<file path="config.mk">
export PLATFORM = sky130hd
export DESIGN_NAME = lcd_bus_drv
export DESIGN_NICKNAME = d
export VERILOG_FILES = /design/src/rtl/lcd_pkg.sv /design/src/rtl/lcd_bus_drv.sv
export SDC_FILE = /design/constraint.sdc
export NUM_CORES = 1
export LEC_CHECK = 0
export BUFFER_PORTS_ARGS = -buffer_cell sky130_fd_sc_hd__buf_2
export CAP_MARGIN = 40
export CORE_ASPECT_RATIO = 1.1
export CORE_MARGIN = 5
export CORE_UTILIZATION = 51
export CTS_CLUSTER_DIAMETER = 150
export DETAILED_ROUTE_END_ITERATION = 8
export PLACE_DENSITY = 0.78
export SYNTH_ARGS = -nofsm -noshare
export SYNTH_HDL_FRONTEND = slang
export SYNTH_SLANG_ARGS = --single-unit
</file>
<file path="constraint.sdc">
create_clock -name clk_i -period 3.1 [get_ports clk_i]
set_clock_uncertainty 0.1 [all_clocks]
set_input_delay 0.62 -clock clk_i [delete_from_list [all_inputs] [get_ports clk_i]]
set_output_delay 0.62 -clock clk_i [all_outputs]
set_load 0.01 [all_outputs]
</file>
<file path="src/rtl/lcd_pkg.sv">
// Shared types and constants for the LCD panel bus driver.
package lcd_pkg;

    localparam int unsigned LCD_BUS_CNT_W = 8;

    typedef enum logic [2:0] {
        IDLE  = 3'd0,
        SETUP = 3'd1,
        WR_LO = 3'd2,
        WR_HI = 3'd3,
        HOLD  = 3'd4
    } lcd_bus_state_t;

endpackage : lcd_pkg

</file>
<file path="src/rtl/lcd_bus_drv.sv">
// LCD 8080-style write-only bus driver: turns a valid/ready word stream into
// CSX/WRX/D-CX/data pin activity with programmable WRX low/high times.
// Optional feature macro: LCD_BUS_DRV_CS_IDLE_EN -- when defined, CSX is
// released after CS_IDLE_CYC idle cycles (HOLD state); when undefined, CSX
// stays asserted after reset and the FSM returns to IDLE after every word.
module lcd_bus_drv
    import lcd_pkg::*;
#(
    parameter int unsigned DATA_W      = 16,
    parameter int unsigned WR_LOW_CYC  = 2,
    parameter int unsigned WR_HIGH_CYC = 2,
    parameter int unsigned CS_IDLE_CYC = 4
) (
    input  logic              clk_i,
    input  logic              rst_i,
    input  logic [DATA_W-1:0] data_i,
    input  logic              rs_i,
    input  logic              valid_i,
    output logic              ready_o,
    output logic              lcd_cs_n_o,
    output logic              lcd_rs_o,
    output logic              lcd_wr_n_o,
    output logic              lcd_rd_n_o,
    output logic [DATA_W-1:0] lcd_data_o,
    output logic              busy_o
);

    localparam logic [LCD_BUS_CNT_W-1:0] LO_LD   = LCD_BUS_CNT_W'(WR_LOW_CYC - 1);
    localparam logic [LCD_BUS_CNT_W-1:0] HI_LD   = LCD_BUS_CNT_W'(WR_HIGH_CYC - 1);
    localparam logic [LCD_BUS_CNT_W-1:0] CNT_ONE = LCD_BUS_CNT_W'(1);
    localparam logic [LCD_BUS_CNT_W-1:0] CNT_Z   = '0;

    // Reject timing parameters outside what an 8-bit down-counter can express.
    if (WR_LOW_CYC < 1 || WR_LOW_CYC > 255) begin : g_bad_wr_low
        $error("lcd_bus_drv: WR_LOW_CYC out of range 1..255");
    end
    if (WR_HIGH_CYC < 1 || WR_HIGH_CYC > 255) begin : g_bad_wr_high
        $error("lcd_bus_drv: WR_HIGH_CYC out of range 1..255");
    end
    if (CS_IDLE_CYC < 1 || CS_IDLE_CYC > 255) begin : g_bad_cs_idle
        $error("lcd_bus_drv: CS_IDLE_CYC out of range 1..255");
    end

`ifdef LCD_BUS_DRV_CS_IDLE_EN
    localparam logic [LCD_BUS_CNT_W-1:0] IDLE_LD = LCD_BUS_CNT_W'(CS_IDLE_CYC - 1);
`endif

    lcd_bus_state_t             state_q, state_d;
    logic [LCD_BUS_CNT_W-1:0]   cnt_q, cnt_d;
    logic                       ready_q, ready_d;
    logic                       busy_q, busy_d;
    logic                       cs_n_q, cs_n_d;
    logic                       wr_n_q, wr_n_d;
    logic                       rs_q, rs_d;
    logic [DATA_W-1:0]          data_q, data_d;
    logic                       accept_c;

    assign accept_c = valid_i && ready_q;

    // State, counter and registered pin outputs; reset drops any word in flight.
    always_ff @(posedge clk_i or posedge rst_i) begin
        if (rst_i) begin
            state_q <= IDLE;
            cnt_q   <= '0;
            ready_q <= 1'b0;
            busy_q  <= 1'b0;
            cs_n_q  <= 1'b1;
            wr_n_q  <= 1'b1;
            rs_q    <= 1'b0;
            data_q  <= '0;
        end else begin
            state_q <= state_d;
            cnt_q   <= cnt_d;
            ready_q <= ready_d;
            busy_q  <= busy_d;
            cs_n_q  <= cs_n_d;
            wr_n_q  <= wr_n_d;
            rs_q    <= rs_d;
            data_q  <= data_d;
        end
    end

    // Next state and phase counter; an accept at the end of a word chains
    // straight into the next WRX low phase.
    always_comb begin
        state_d = state_q;
        cnt_d   = cnt_q;
        unique case (state_q)
            IDLE: begin
                if (accept_c) begin
                    state_d = SETUP;
                    cnt_d   = CNT_Z;
                end
            end
            SETUP: begin
                state_d = WR_LO;
                cnt_d   = LO_LD;
            end
            WR_LO: begin
                if (cnt_q == CNT_Z) begin
                    state_d = WR_HI;
                    cnt_d   = HI_LD;
                end else begin
                    cnt_d = cnt_q - CNT_ONE;
                end
            end
            WR_HI: begin
                if (cnt_q != CNT_Z) begin
                    cnt_d = cnt_q - CNT_ONE;
                end else if (accept_c) begin
                    state_d = WR_LO;
                    cnt_d   = LO_LD;
                end else begin
`ifdef LCD_BUS_DRV_CS_IDLE_EN
                    state_d = HOLD;
                    cnt_d   = IDLE_LD;
`else
                    state_d = IDLE;
                    cnt_d   = CNT_Z;
`endif
                end
            end
`ifdef LCD_BUS_DRV_CS_IDLE_EN
            HOLD: begin
                if (accept_c) begin
                    state_d = WR_LO;
                    cnt_d   = LO_LD;
                end else if (cnt_q == CNT_Z) begin
                    state_d = IDLE;
                    cnt_d   = CNT_Z;
                end else begin
                    cnt_d = cnt_q - CNT_ONE;
                end
            end
`endif
            default: begin
                state_d = IDLE;
                cnt_d   = CNT_Z;
            end
        endcase
    end

    // Pin and handshake values for the coming cycle, derived from the next state.
    always_comb begin
        ready_d = (state_d == IDLE) || (state_d == HOLD) ||
                  ((state_d == WR_HI) && (cnt_d == CNT_Z));
        busy_d  = (state_d != IDLE);
        wr_n_d  = (state_d != WR_LO);
`ifdef LCD_BUS_DRV_CS_IDLE_EN
        cs_n_d  = (state_d == IDLE);
`else
        cs_n_d  = 1'b0;
`endif
        rs_d    = rs_q;
        data_d  = data_q;
        if (accept_c) begin
            rs_d   = rs_i;
            data_d = data_i;
        end
    end

    assign ready_o    = ready_q;
    assign busy_o     = busy_q;
    assign lcd_cs_n_o = cs_n_q;
    assign lcd_wr_n_o = wr_n_q;
    assign lcd_rs_o   = rs_q;
    assign lcd_data_o = data_q;
    assign lcd_rd_n_o = 1'b1;

endmodule : lcd_bus_drv
</file>
==> flow_metrics.env <==
export IMPL_final_core_util_pct=62.3
export IMPL_drv_cap=0
export IMPL_rsz0062_at_grt="false"
export IMPL_slowest_stage="or4_4"
export IMPL_viasPerCell=5.73
export IMPL_p_leak_nw=0.863
export IMPL_fin_nets=199
export IMPL_syn_area_per_cell_um2=11.5
export IMPL_core_area_um2=2970
export IMPL_outcome="finished clean"
export IMPL_wl_per_cell_um=14.7
export IMPL_ys_types=45
export IMPL_worstPathMaxFanout=7
export IMPL_die_w_um=62.5
export IMPL_first_global_vias=1195
export IMPL_grt_pass1_wl_um=5420
export IMPL_fill_cells=244
export IMPL_vias=1215
export IMPL_irDropWorstVdd_uv=404
export IMPL_hpwl_um=2410
export IMPL_cts_buffer_depth=2
export IMPL_max_freq_ghz=0.389
export IMPL_fp_dieH_um=67.7
export IMPL_fp_row_count=21
export IMPL_antenna_found_initial=0
export IMPL_setup_viol=0
export IMPL_cts_hold_buf=0
export IMPL_pin_count=42
export IMPL_ant_nets=0
export IMPL_critical_path_cell_chain="inv_1, ha_1, or3b_2, o21ai_0, a22oi_2, or4_4, o31ai_2"
export IMPL_firstDrtPassIters=4
export IMPL_synth_edf_count=0
export IMPL_setup_worst_path_end_class="flip-flop"
export IMPL_finalHoldViolCount=0
export IMPL_worst_pin_slew_ns=0.553
export IMPL_drv_slew=0
export IMPL_synth_main_ff_cell="dfrtp_1"
export IMPL_numCtsBuffers=5
export IMPL_synthToLayoutAreaGrowth_pct=19.7
export IMPL_yosysSeqAreaShare_pct=52.0
export IMPL_track_usage_pct=16.4
export IMPL_cts_setup_buffers=0
export IMPL_final_cell_mix="buf_2 (40), dfrtp_1 (30), mux2_2 (17)"
export IMPL_root_buffer="clkbuf_4"
export IMPL_htreeDepth=2
export IMPL_cts_tree="done"
export IMPL_hp_class="primary input to asynchronous set/reset pin"
export IMPL_max_stage_delay_ns=0.54
export IMPL_startpoint_type="flip-flop"
export IMPL_drt_wl_total_um=3130
export IMPL_die_area_um2=4230
export IMPL_final_area_um2=1850
export IMPL_p_per_area_nw_per_um2=647
export IMPL_io_buffers=40
export IMPL_fin_tns_setup_ns=0
export IMPL_drc_errors=0
export IMPL_slew_headroom_pct=63.1
export IMPL_first_iter_violations=35
export IMPL_cts_resized=0
export IMPL_insertion_delay_ns=0.32
export IMPL_period_minus_slack_ns=2.57
export IMPL_n_antenna_cell=0
export IMPL_critPathTopFamily="simple AND/OR/NAND/NOR gates"
export IMPL_cts_sinks=32
export IMPL_min_period_over_period_pct=83.0
export IMPL_mostFrequentLayoutCell="buf_2"
export IMPL_postSynthCellCount=134
export IMPL_grt_ovfl_total=0
export IMPL_gp_congestion=0.839
export IMPL_crit_type="flip-flop to flip-flop"
export IMPL_place_area_um2=1770
export IMPL_grt_max_degree=19
export IMPL_critPathArrivalTime_ns=2.71
export IMPL_syn_area_um2=1550
export IMPL_synthArstFlopShare_pct=100
export IMPL_clkTransAtPathRegs_ns=0.10
export IMPL_worst_path_buf_inv=1
export IMPL_start_util_pct=52.0
export IMPL_cp_required_ns=3.24
export IMPL_layout_drive_gt1_share_pct=43.8
export IMPL_ys_warn_count=0
export IMPL_ys_seq_elements=32
[flip-flops by register name, indices dropped and copies added (netlist names)]
name and flops:
lcd_wr_n_o 1, lcd_data_o 16, cnt_q 8, state_q 3
lcd_rs_o 1, busy_o 1, lcd_cs_n_o 1, ready_o 1
[metrics by stage]
| stage | hold slack, ns | total power [W] | setup slack (ns) | instances |
|---|---|---|---|---|
| after global routing | 0.257 | 0.00128 | 0.365 | 212 |
| after detailed placement | 0.390 | 0.000903 | 0.561 | 204 |
| after CTS | 0.222 | 0.00121 | 0.539 | 212 |
| final | 0.229 | 0.00120 | 0.527 | 212 |
| after floorplan | 0.430 | 0.000787 | 0.706 | 135 |
| after global placement | 0.383 | 0.000895 | 0.622 | 204 |
[cell families (layout without fill, tap and decap cells)]
family,Yosys count,count (layout),synth area share [%]
flops,32,32,52.0
compound gates,30,30,15.3
buf+inv,12,55,3.64
mux,17,17,12.4
other cells,2,3,0.486
fa+ha+maj,2,2,1.62
xor+xnor,1,1,0.567
simple gates,38,38,14.0
[cell usage after synthesis (all sizes together), types with 2 or more instances]
| master | number | area, µm² |
|---|---|---|
| ha | 2 | 25.0 |
| nand3 | 3 | 15.0 |
| nor2 | 9 | 33.8 |
| clkbuf | 6 | 22.5 |
| nor2b | 2 | 12.5 |
| a21oi | 3 | 15.0 |
| or4 | 4 | 41.3 |
| o21bai | 2 | 15.0 |
| buf | 2 | 18.8 |
| nand2 | 7 | 26.3 |
| a211oi | 2 | 15.0 |
| nor4 | 3 | 18.8 |
| inv | 4 | 15.0 |
| o31ai | 3 | 27.5 |
| or3b | 3 | 26.3 |
| o21ai | 8 | 51.3 |
| dfstp | 2 | 52.6 |
| conb | 2 | 7.51 |
| mux2 | 17 | 191 |
| nor3 | 2 | 10.0 |
| dfrtp | 30 | 751 |
[layer usage]
metal | vias up | part of all wire [%] | track usage, %
met1 | 564 | 40 | 18.6
met3 | 9 | 11 | 5.66
met5 | - | 0 | 0
met4 | 0 | 2.2 | 9.02
li1 | 578 | - | -
met2 | 64 | 47 | 27.3
[path summary, 6_finish.rpt]
path | start | endpoint | slack (ns) | cells past startpoint
hold reg to reg | lcd_data_o[12] | lcd_data_o[12] | 0.41 | 1
setup / recovery | cnt_q[0] | ready_o | 0.53 | 7
max in group asynchronous | rst_i | lcd_wr_n_o | 1.97 | 3
min in group clk_i | lcd_data_o[12] | lcd_data_o[12] | 0.41 | 1
setup reg to reg | cnt_q[0] | ready_o | 0.53 | 7
hold / removal | rst_i | cnt_q[6] | 0.23 | 2
[power breakdown]
part	internal (W)	switching [W]	total (W)
clock	0.000169	0.000135	0.000304
sequential	0.000486	0.0000501	0.000536
combinational	0.000167	0.000189	0.000357
total	0.000822	0.000374	0.00120
[layout make-up]
cell class	count	area (µm²)	share of cell area, %
multi-input cells	91	689	37.3
clock buffers	6	41.3	2.23
clock inverters	2	35.0	1.89
inverters	4	15.0	0.812
well taps	34	42.5	2.30
repair buffers	43	223	12.0
flip-flops and latches	32	803	43.4
No activity file was read; power rests on OpenSTA's default activity.
